File: config.mk
export PLATFORM = sky130hd
export DESIGN_NAME = coprocessor_cmd_sequencer
export DESIGN_NICKNAME = d
export VERILOG_FILES = /design/src/rtl/coprocessor_seq_pkg.sv /design/src/rtl/cop_cmd_fifo.sv /design/src/rtl/coprocessor_cmd_sequencer.sv
export SDC_FILE = /design/constraint.sdc
export NUM_CORES = 1
export LEC_CHECK = 0
export CELL_PAD_IN_SITES_DETAIL_PLACEMENT = 1
export CELL_PAD_IN_SITES_GLOBAL_PLACEMENT = 1
export CORE_ASPECT_RATIO = 1.1
export CORE_MARGIN = 2
export CORE_UTILIZATION = 40
export DETAILED_ROUTE_END_ITERATION = 10
export GPL_TIMING_DRIVEN = 0
export PLACE_DENSITY = 0.79
export SLEW_MARGIN = 20
export SYNTH_ARGS = -nofsm -noshare
export SYNTH_HDL_FRONTEND = slang
export SYNTH_HIERARCHICAL = 1
export SYNTH_SLANG_ARGS = --single-unit
export TNS_END_PERCENT = 1
File: constraint.sdc
create_clock -name clk -period 6.1 [get_ports clk]
set_input_delay 1.22 -clock clk [delete_from_list [all_inputs] [get_ports clk]]
set_output_delay 1.22 -clock clk [all_outputs]
set_load 0.05 [all_outputs]
File: src/rtl/coprocessor_seq_pkg.sv
// Package: coprocessor_seq_pkg
// Shared definitions for the coprocessor command sequencer: the sequencer
// state encoding, the Avalon register map and the STAT bit positions.
package coprocessor_seq_pkg;

    localparam int OP_W_DEF = 3;

    typedef enum logic [1:0] {
        ST_IDLE  = 2'd0,
        ST_ISSUE = 2'd1,
        ST_WAIT  = 2'd2
    } seq_state_e;

    localparam logic [1:0] ADDR_CMD  = 2'd0;
    localparam logic [1:0] ADDR_STAT = 2'd1;
    localparam logic [1:0] ADDR_TMO  = 2'd2;
    localparam logic [1:0] ADDR_IEN  = 2'd3;

    localparam int STAT_BUSY       = 0;
    localparam int STAT_DONE       = 1;
    localparam int STAT_TIMEOUT    = 2;
    localparam int STAT_OVERFLOW   = 3;
    localparam int STAT_COUNT_LSB  = 4;
    localparam int STAT_COUNT_W    = 3;
    localparam int STAT_LASTOP_LSB = 8;

endpackage

File: src/rtl/cop_cmd_fifo.sv
// Module: cop_cmd_fifo
// Small synchronous FIFO holding queued coprocessor opcodes. A push while
// full and a pop while empty are ignored; a push and a pop in the same cycle
// are both performed. DEPTH must be a power of two so the pointers wrap.
module cop_cmd_fifo #(
    parameter int W     = 3,
    parameter int DEPTH = 4
) (
    input  logic                     clk_i,
    input  logic                     reset_ni,
    input  logic                     push_i,
    input  logic [W-1:0]             data_i,
    input  logic                     pop_i,
    output logic [W-1:0]             data_o,
    output logic                     full_o,
    output logic                     empty_o,
    output logic [$clog2(DEPTH):0]   count_o
);

    localparam int AW = $clog2(DEPTH);
    localparam int CW = AW + 1;
    localparam logic [CW-1:0] FULL_CNT = CW'(DEPTH);
    localparam logic [CW-1:0] CNT_ONE  = CW'(1);
    localparam logic [AW-1:0] PTR_ONE  = AW'(1);

    logic [W-1:0]  mem_q [DEPTH];
    logic [AW-1:0] wr_ptr_q;
    logic [AW-1:0] rd_ptr_q;
    logic [CW-1:0] count_q;
    logic          do_push;
    logic          do_pop;

    assign full_o  = (count_q == FULL_CNT);
    assign empty_o = (count_q == '0);
    assign do_push = push_i & ~full_o;
    assign do_pop  = pop_i & ~empty_o;
    assign data_o  = mem_q[rd_ptr_q];
    assign count_o = count_q;

    // Storage, pointers and occupancy count advance on accepted push/pop.
    always_ff @(posedge clk_i or negedge reset_ni) begin
        if (!reset_ni) begin
            for (int i = 0; i < DEPTH; i++) begin
                mem_q[i] <= '0;
            end
            wr_ptr_q <= '0;
            rd_ptr_q <= '0;
            count_q  <= '0;
        end else begin
            if (do_push) begin
                mem_q[wr_ptr_q] <= data_i;
                wr_ptr_q        <= wr_ptr_q + PTR_ONE;
            end
            if (do_pop) begin
                rd_ptr_q <= rd_ptr_q + PTR_ONE;
            end
            case ({do_push, do_pop})
                2'b10:   count_q <= count_q + CNT_ONE;
                2'b01:   count_q <= count_q - CNT_ONE;
                default: count_q <= count_q;
            endcase
        end
    end

endmodule

File: src/rtl/coprocessor_cmd_sequencer.sv
// Module: coprocessor_cmd_sequencer
// Avalon-MM slave that queues opcodes from the Nios and hands them to the
// coprocessor one at a time: a one-cycle start pulse per opcode, then a wait
// for done or a programmable timeout. Sticky status bits are polled via STAT.
// Optional feature macro: COP_SEQ_IRQ_EN adds the IEN register and a level
// interrupt; without it irq is held low and address 3 reads as zero.
module coprocessor_cmd_sequencer
    import coprocessor_seq_pkg::*;
#(
    parameter int                OP_W       = OP_W_DEF,
    parameter int                FIFO_DEPTH = 4,
    parameter int                TMO_W      = 16,
    parameter logic [TMO_W-1:0]  TMO_RST    = {TMO_W{1'b1}}
) (
    input  logic            clk,
    input  logic            reset_n,
    input  logic [1:0]      address,
    input  logic            chipselect,
    input  logic            write_n,
    input  logic [31:0]     writedata,
    output logic [31:0]     readdata,
    output logic [OP_W-1:0] cop_op,
    output logic            cop_start,
    input  logic            cop_done,
    output logic            irq
);

    localparam int CNT_W = $clog2(FIFO_DEPTH) + 1;
    localparam logic [TMO_W-1:0] TMO_ONE = {{(TMO_W-1){1'b0}}, 1'b1};
    localparam logic [TMO_W-1:0] TMO_MAX = {TMO_W{1'b1}};

    seq_state_e       state_q;
    logic [OP_W-1:0]  cop_op_q;
    logic             cop_start_q;
    logic [TMO_W-1:0] tmo_cnt_q;
    logic [TMO_W-1:0] tmo_q, tmo_d;
    logic             done_q, done_d;
    logic             timeout_q, timeout_d;
    logic             overflow_q, overflow_d;
    logic [OP_W-1:0]  last_op_q, last_op_d;

    logic             bus_wr, cmd_wr, stat_wr, tmo_wr;
    logic             fifo_full, fifo_empty, fifo_pop;
    logic [OP_W-1:0]  fifo_head;
    logic [CNT_W-1:0] fifo_count;
    logic             done_set, timeout_set, overflow_set;
    logic [31:0]      stat_word;
    logic             unused_wdata;

    assign bus_wr  = chipselect & ~write_n;
    assign cmd_wr  = bus_wr & (address == ADDR_CMD);
    assign stat_wr = bus_wr & (address == ADDR_STAT);
    assign tmo_wr  = bus_wr & (address == ADDR_TMO);

    assign fifo_pop     = (state_q == ST_IDLE) & ~fifo_empty;
    assign done_set     = (state_q == ST_WAIT) & cop_done;
    assign timeout_set  = (state_q == ST_WAIT) & ~cop_done & (tmo_q != '0)
                          & (tmo_cnt_q == (tmo_q - TMO_ONE));
    assign overflow_set = cmd_wr & fifo_full;

    assign unused_wdata = ^writedata[31:TMO_W];

    cop_cmd_fifo #(
        .W     (OP_W),
        .DEPTH (FIFO_DEPTH)
    ) u_fifo (
        .clk_i    (clk),
        .reset_ni (reset_n),
        .push_i   (cmd_wr),
        .data_i   (writedata[OP_W-1:0]),
        .pop_i    (fifo_pop),
        .data_o   (fifo_head),
        .full_o   (fifo_full),
        .empty_o  (fifo_empty),
        .count_o  (fifo_count)
    );

    // Sticky status next-state: software write-1-to-clear first, hardware set overrides.
    always_comb begin
        done_d     = done_q;
        timeout_d  = timeout_q;
        overflow_d = overflow_q;
        last_op_d  = last_op_q;
        tmo_d      = tmo_q;
        if (stat_wr) begin
            if (writedata[STAT_DONE])     done_d     = 1'b0;
            if (writedata[STAT_TIMEOUT])  timeout_d  = 1'b0;
            if (writedata[STAT_OVERFLOW]) overflow_d = 1'b0;
        end
        if (done_set) begin
            done_d    = 1'b1;
            last_op_d = cop_op_q;
        end
        if (timeout_set)  timeout_d  = 1'b1;
        if (overflow_set) overflow_d = 1'b1;
        if (tmo_wr)       tmo_d      = writedata[TMO_W-1:0];
    end

    // Status and timeout-limit registers.
    always_ff @(posedge clk or negedge reset_n) begin
        if (!reset_n) begin
            done_q     <= 1'b0;
            timeout_q  <= 1'b0;
            overflow_q <= 1'b0;
            last_op_q  <= '0;
            tmo_q      <= TMO_RST;
        end else begin
            done_q     <= done_d;
            timeout_q  <= timeout_d;
            overflow_q <= overflow_d;
            last_op_q  <= last_op_d;
            tmo_q      <= tmo_d;
        end
    end

    // Issue FSM: pop in IDLE, pulse start in ISSUE, wait for done or timeout in WAIT.
    always_ff @(posedge clk or negedge reset_n) begin
        if (!reset_n) begin
            state_q     <= ST_IDLE;
            cop_op_q    <= '0;
            cop_start_q <= 1'b0;
            tmo_cnt_q   <= '0;
        end else begin
            cop_start_q <= 1'b0;
            case (state_q)
                ST_IDLE: begin
                    if (!fifo_empty) begin
                        cop_op_q    <= fifo_head;
                        cop_start_q <= 1'b1;
                        state_q     <= ST_ISSUE;
                    end
                end
                ST_ISSUE: begin
                    tmo_cnt_q <= '0;
                    state_q   <= ST_WAIT;
                end
                ST_WAIT: begin
                    if (tmo_cnt_q != TMO_MAX) begin
                        tmo_cnt_q <= tmo_cnt_q + TMO_ONE;
                    end
                    if (done_set || timeout_set) begin
                        state_q <= ST_IDLE;
                    end
                end
                default: state_q <= ST_IDLE;
            endcase
        end
    end

    assign cop_op    = cop_op_q;
    assign cop_start = cop_start_q;

    // Assemble the STAT word from live state and sticky bits.
    always_comb begin
        stat_word = '0;
        stat_word[STAT_BUSY]     = (state_q != ST_IDLE) | ~fifo_empty;
        stat_word[STAT_DONE]     = done_q;
        stat_word[STAT_TIMEOUT]  = timeout_q;
        stat_word[STAT_OVERFLOW] = overflow_q;
        stat_word[STAT_COUNT_LSB +: STAT_COUNT_W] = STAT_COUNT_W'(fifo_count);
        stat_word[STAT_LASTOP_LSB +: OP_W]        = last_op_q;
    end

`ifdef COP_SEQ_IRQ_EN
    logic       ien_wr;
    logic [2:0] ien_q, ien_d;
    logic       irq_q;

    assign ien_wr = bus_wr & (address == ADDR_IEN);
    assign ien_d  = ien_wr ? writedata[2:0] : ien_q;

    // Interrupt enables and a registered level interrupt aligned with STAT.
    always_ff @(posedge clk or negedge reset_n) begin
        if (!reset_n) begin
            ien_q <= '0;
            irq_q <= 1'b0;
        end else begin
            ien_q <= ien_d;
            irq_q <= |(ien_d & {overflow_d, timeout_d, done_d});
        end
    end

    assign irq = irq_q;
`else
    assign irq = 1'b0;
`endif

    // Zero-wait-state read mux.
    always_comb begin
        readdata = '0;
        case (address)
            ADDR_CMD:  readdata = '0;
            ADDR_STAT: readdata = stat_word;
            ADDR_TMO:  readdata[TMO_W-1:0] = tmo_q;
`ifdef COP_SEQ_IRQ_EN
            ADDR_IEN:  readdata[2:0] = ien_q;
`else
            ADDR_IEN:  readdata = '0;
`endif
            default:   readdata = '0;
        endcase
    end

endmodule
==> qor.csv <==
stage,metric,value,unit
sta,max_clock_freq,204,MHz
place,dp.final_hpwl,7900,um
run,drv_cap,0,
clock_tree,worst_skew_pair.late_latency,360,ps
layout,finalNetCount,494,
layout,finalNonFillerCells,569,
synth,synth-edff-count,0,
synth,postSynthRegisterBits,63,
global_routing,grt_pass1_vias,3363,
floorplanning,dieWidth,96.9,um
outcome,run_status,finished clean,
critical_path,critical_path_required,4880,ps
detailed_routing,post-route-drc-count,0,
critical_path,timing.critical_path.from_type,input pin,
place,buffer_ports.inserted,42,
critical_path,biggest_fanout_along_the_worst_timing_path,10,
sta,finalCriticalPeriod,4910,ps
critical_path,r2r-end,u_fifo/count_o[2],
pwr,power_per_cell_area,400,nW/um2
synth,netlist_area,3800,um2
sta,finalCritPeriodShare,80.5,%
clock_tree,clock_tree.root_cell,sky130_fd_sc_hd__clkbuf_8,
layout,layout.area.seq,1600,um2
sta,timing.setup.tns,0,ps
critical_path,worstSetupPathType,in -> out,
pwr,power_leakage,1.96,nW
floorplanning,coreArea,9310,um2
worst_hold_path,min_delay_worst_endpoint,done_q,
detailed_routing,wl_per_cell,18.2,um
critical_path,timing.rr.start,state_q[0],
layout,multi_input_comb_area,1990,um2
layout,num-fill-cells,1036,
worst_hold_path,hold_depth,2,
place,dpl.cell_count,553,
place,gp_congestion,0.894,
synth,syn-mean-instance-area,10.1,um2
worst_hold_path,min-delay-path-class,reg -> reg,
floorplanning,initial_core_util,40.8,%
pwr,ir_worst_vdd,211,uV
sta,final-hold-violation-count,0,
sta,worst_slew_pin_slew,893,ps
clock_tree,tritoncts,built,
global_routing,grt_max_degree,41,
synth,share_of_the_yosys_chip_area_belonging_to_registers,42.0,%
detailed_routing,drt_wl_total,10300,um
sta,timing.slew.headroom,40.0,%
detailed_routing,drt_first_iter_violations,120,
clock_tree,cts.repair_timing.setup_buffer_count,0,
synth,postSynth.topFlopCell,sky130_fd_sc_hd__dfrtp_1,
synth,yosys_warnings,6,
global_routing,grt_antenna_before_repair,0,
synth,post_synth_num_cell_types,55,
place,pre_cts_slack,1200,ps
clock_tree,cts.sink_count,63,
sta,setup_violations,0,
sta,unrepaired_setup_endpoints_after_global_routing,false,
critical_path,critPathArrivalTime,3690,ps
sta,fin_worst_skew,12.6,ps
detailed_routing,postRouteAntennaNets,0,
layout,antenna_cells,0,
clock_tree,cts_buffers,9,
clock_tree,htree_levels,3,
detailed_routing,routed_via_density,5.50,
global_routing,grt_util_all_layers,21.1,%
layout,drive_gt1_share,21.9,%
detailed_routing,dr.pass1.iters,4,
clock_tree,path_clk_slew,70,ps
clock_tree,cts-root-to-sink-buffers,2,
detailed_routing,num_vias,3127,
floorplanning,io_pins,76,
layout,area_growth,23.0,%
global_routing,grt_remaining_overflow,0,
synth,postSynth.asyncResetShare,100,%
global_routing,global_route_wire_length_before_repair,17200,um
synth,syn-instance-count,377,
floorplanning,die-height,106,um
clock_tree,cts_resized,0,
critical_path,r2r.worst_path.cells,9,
clock_tree,postCtsHoldBufs,0,
floorplanning,core_rows,37,
sta,maxSlewViolCount,0,
critical_path,cp-end-kind,output pin,
critical_path,r2r_slack,3390,ps
critical_path,critical_path.startpoint,address[1],
floorplanning,fp.dieArea,10300,um2
worst_hold_path,hold_path_startpoint,done_q,
sta,final.setup.worst_slack,1190,ps
==> state kept, by name (all words and copies together) (netlist names) <==
name             flops
cop_op               3
cop_start            1
done_q               1
last_op_q            3
overflow_q           1
state_q              2
timeout_q            1
tmo_cnt_q           16
tmo_q               16
u_fifo/count_o       3
u_fifo/mem_q        12
u_fifo/rd_ptr_q      2
u_fifo/wr_ptr_q      2
==> cells in the final DEF (no fill, tap or decap), types with 4 or more instances in the layout <==
cell type | netlist | routed
sky130_fd_sc_hd__dfrtp_1 | 47 | 47
sky130_fd_sc_hd__clkdlybuf4s50_1 | 0 | 41
sky130_fd_sc_hd__mux2_2 | 33 | 33
sky130_fd_sc_hd__nand2_1 | 27 | 27
sky130_fd_sc_hd__nor2_1 | 25 | 25
sky130_fd_sc_hd__buf_4 | 17 | 18
sky130_fd_sc_hd__o21ai_0 | 17 | 17
sky130_fd_sc_hd__conb_1 | 1 | 17
sky130_fd_sc_hd__clkbuf_1 | 16 | 16
sky130_fd_sc_hd__dfstp_2 | 16 | 16
sky130_fd_sc_hd__nand3_1 | 14 | 14
sky130_fd_sc_hd__xnor2_1 | 13 | 13
sky130_fd_sc_hd__inv_1 | 12 | 12
sky130_fd_sc_hd__xor2_1 | 12 | 12
sky130_fd_sc_hd__a21oi_1 | 12 | 12
sky130_fd_sc_hd__nor3_1 | 11 | 11
sky130_fd_sc_hd__a22o_1 | 10 | 10
sky130_fd_sc_hd__and2_1 | 9 | 9
sky130_fd_sc_hd__clkbuf_8 | 0 | 9
sky130_fd_sc_hd__nand4_1 | 7 | 7
sky130_fd_sc_hd__ha_1 | 7 | 7
sky130_fd_sc_hd__nor2b_1 | 6 | 6
sky130_fd_sc_hd__nand2b_1 | 6 | 6
sky130_fd_sc_hd__mux2i_1 | 4 | 4
sky130_fd_sc_hd__nor4_1 | 4 | 4
sky130_fd_sc_hd__a31oi_1 | 4 | 4
==> critical path: stages <==
cell and delay [ps]:
sky130_fd_sc_hd__clkdlybuf4s50_1 550, sky130_fd_sc_hd__nor2b_1 150, sky130_fd_sc_hd__clkbuf_1 290, sky130_fd_sc_hd__clkbuf_1 410
sky130_fd_sc_hd__a22o_1 260, sky130_fd_sc_hd__clkdlybuf4s50_1 810
==> Yosys cell counts (11+ instances only) <==
cell type | instances | area (um2)
sky130_fd_sc_hd__dfstp_2 | 16 | 420
sky130_fd_sc_hd__o21ai_0 | 17 | 85.1
sky130_fd_sc_hd__xnor2_1 | 13 | 114
sky130_fd_sc_hd__clkbuf_1 | 16 | 60.1
sky130_fd_sc_hd__dfrtp_1 | 47 | 1180
sky130_fd_sc_hd__nor3_1 | 11 | 55.1
sky130_fd_sc_hd__nand3_1 | 14 | 70.1
sky130_fd_sc_hd__buf_4 | 17 | 128
sky130_fd_sc_hd__nor2_1 | 25 | 93.8
sky130_fd_sc_hd__inv_1 | 12 | 45.0
sky130_fd_sc_hd__a21oi_1 | 12 | 60.1
sky130_fd_sc_hd__xor2_1 | 12 | 105
sky130_fd_sc_hd__mux2_2 | 33 | 372
sky130_fd_sc_hd__nand2_1 | 27 | 101
==> cell families after synthesis <==
| logic type | Yosys count | synth area share (%) |
|---|---|---|
| xor gates and xnor gates | 25 | 5.76 |
| AOI/OAI and AO/OA | 61 | 10.7 |
| and+or+nand+nor | 129 | 18.9 |
| DFF | 63 | 42.0 |
| other | 1 | 0.0987 |
| muxes | 40 | 12.6 |
| buffers and inverters | 50 | 7.08 |
| adders and majority gates | 8 | 2.83 |
==> per-layer routing <==
layer	wire (um)	track usage, %	vias to the layer above
met5	0	0	-
li1	-	-	1447
met3	355	3.88	28
met1	4390	25.4	1575
met2	5170	36.2	77
met4	405	10.9	0
==> where the power goes <==
part / switching, mW / internal [mW] / total [mW]
sequential: 0.109 / 0.558 / 0.666
combinational: 0.443 / 0.332 / 0.774
clock: 0.191 / 0.235 / 0.426
total: 0.742 / 1.12 / 1.87
==> layout make-up <==
cell class / instances / area share [%]
repair buffers: 43 / 9.37
clock buffers: 9 / 2.65
inverters: 12 / 0.964
plain buffers: 38 / 4.79
well taps: 117 / 3.13
multi-input cells: 280 / 42.7
clock inverters: 7 / 2.22
flip-flops and latches: 63 / 34.2
==> worst max path at each step <==
| stage | endpoint | slack [ps] |
|---|---|---|
| final | readdata[2] | 1190 |
| after global routing | readdata[2] | 1050 |
| after CTS | readdata[2] | 1180 |
| after detailed placement | readdata[2] | 1200 |
| after global placement | readdata[2] | 1240 |
| after floorplan | readdata[2] | 2610 |
==> stage by stage <==
| step | hold slack (ps) | area [um2] | power (mW) | util (%) |
|---|---|---|---|---|
| after floorplan | 446 | 3860 | 1.21 | - |
| after global placement | 471 | 4430 | 1.41 | 47.6 |
| after detailed placement | 482 | 4440 | 1.45 | 47.8 |
| after CTS | 498 | 4670 | 1.88 | 50.2 |
| after global routing | 519 | 4670 | 1.98 | 50.2 |
| final | 493 | 4670 | 1.87 | 50.2 |
Power figures use the tool's default switching activity.
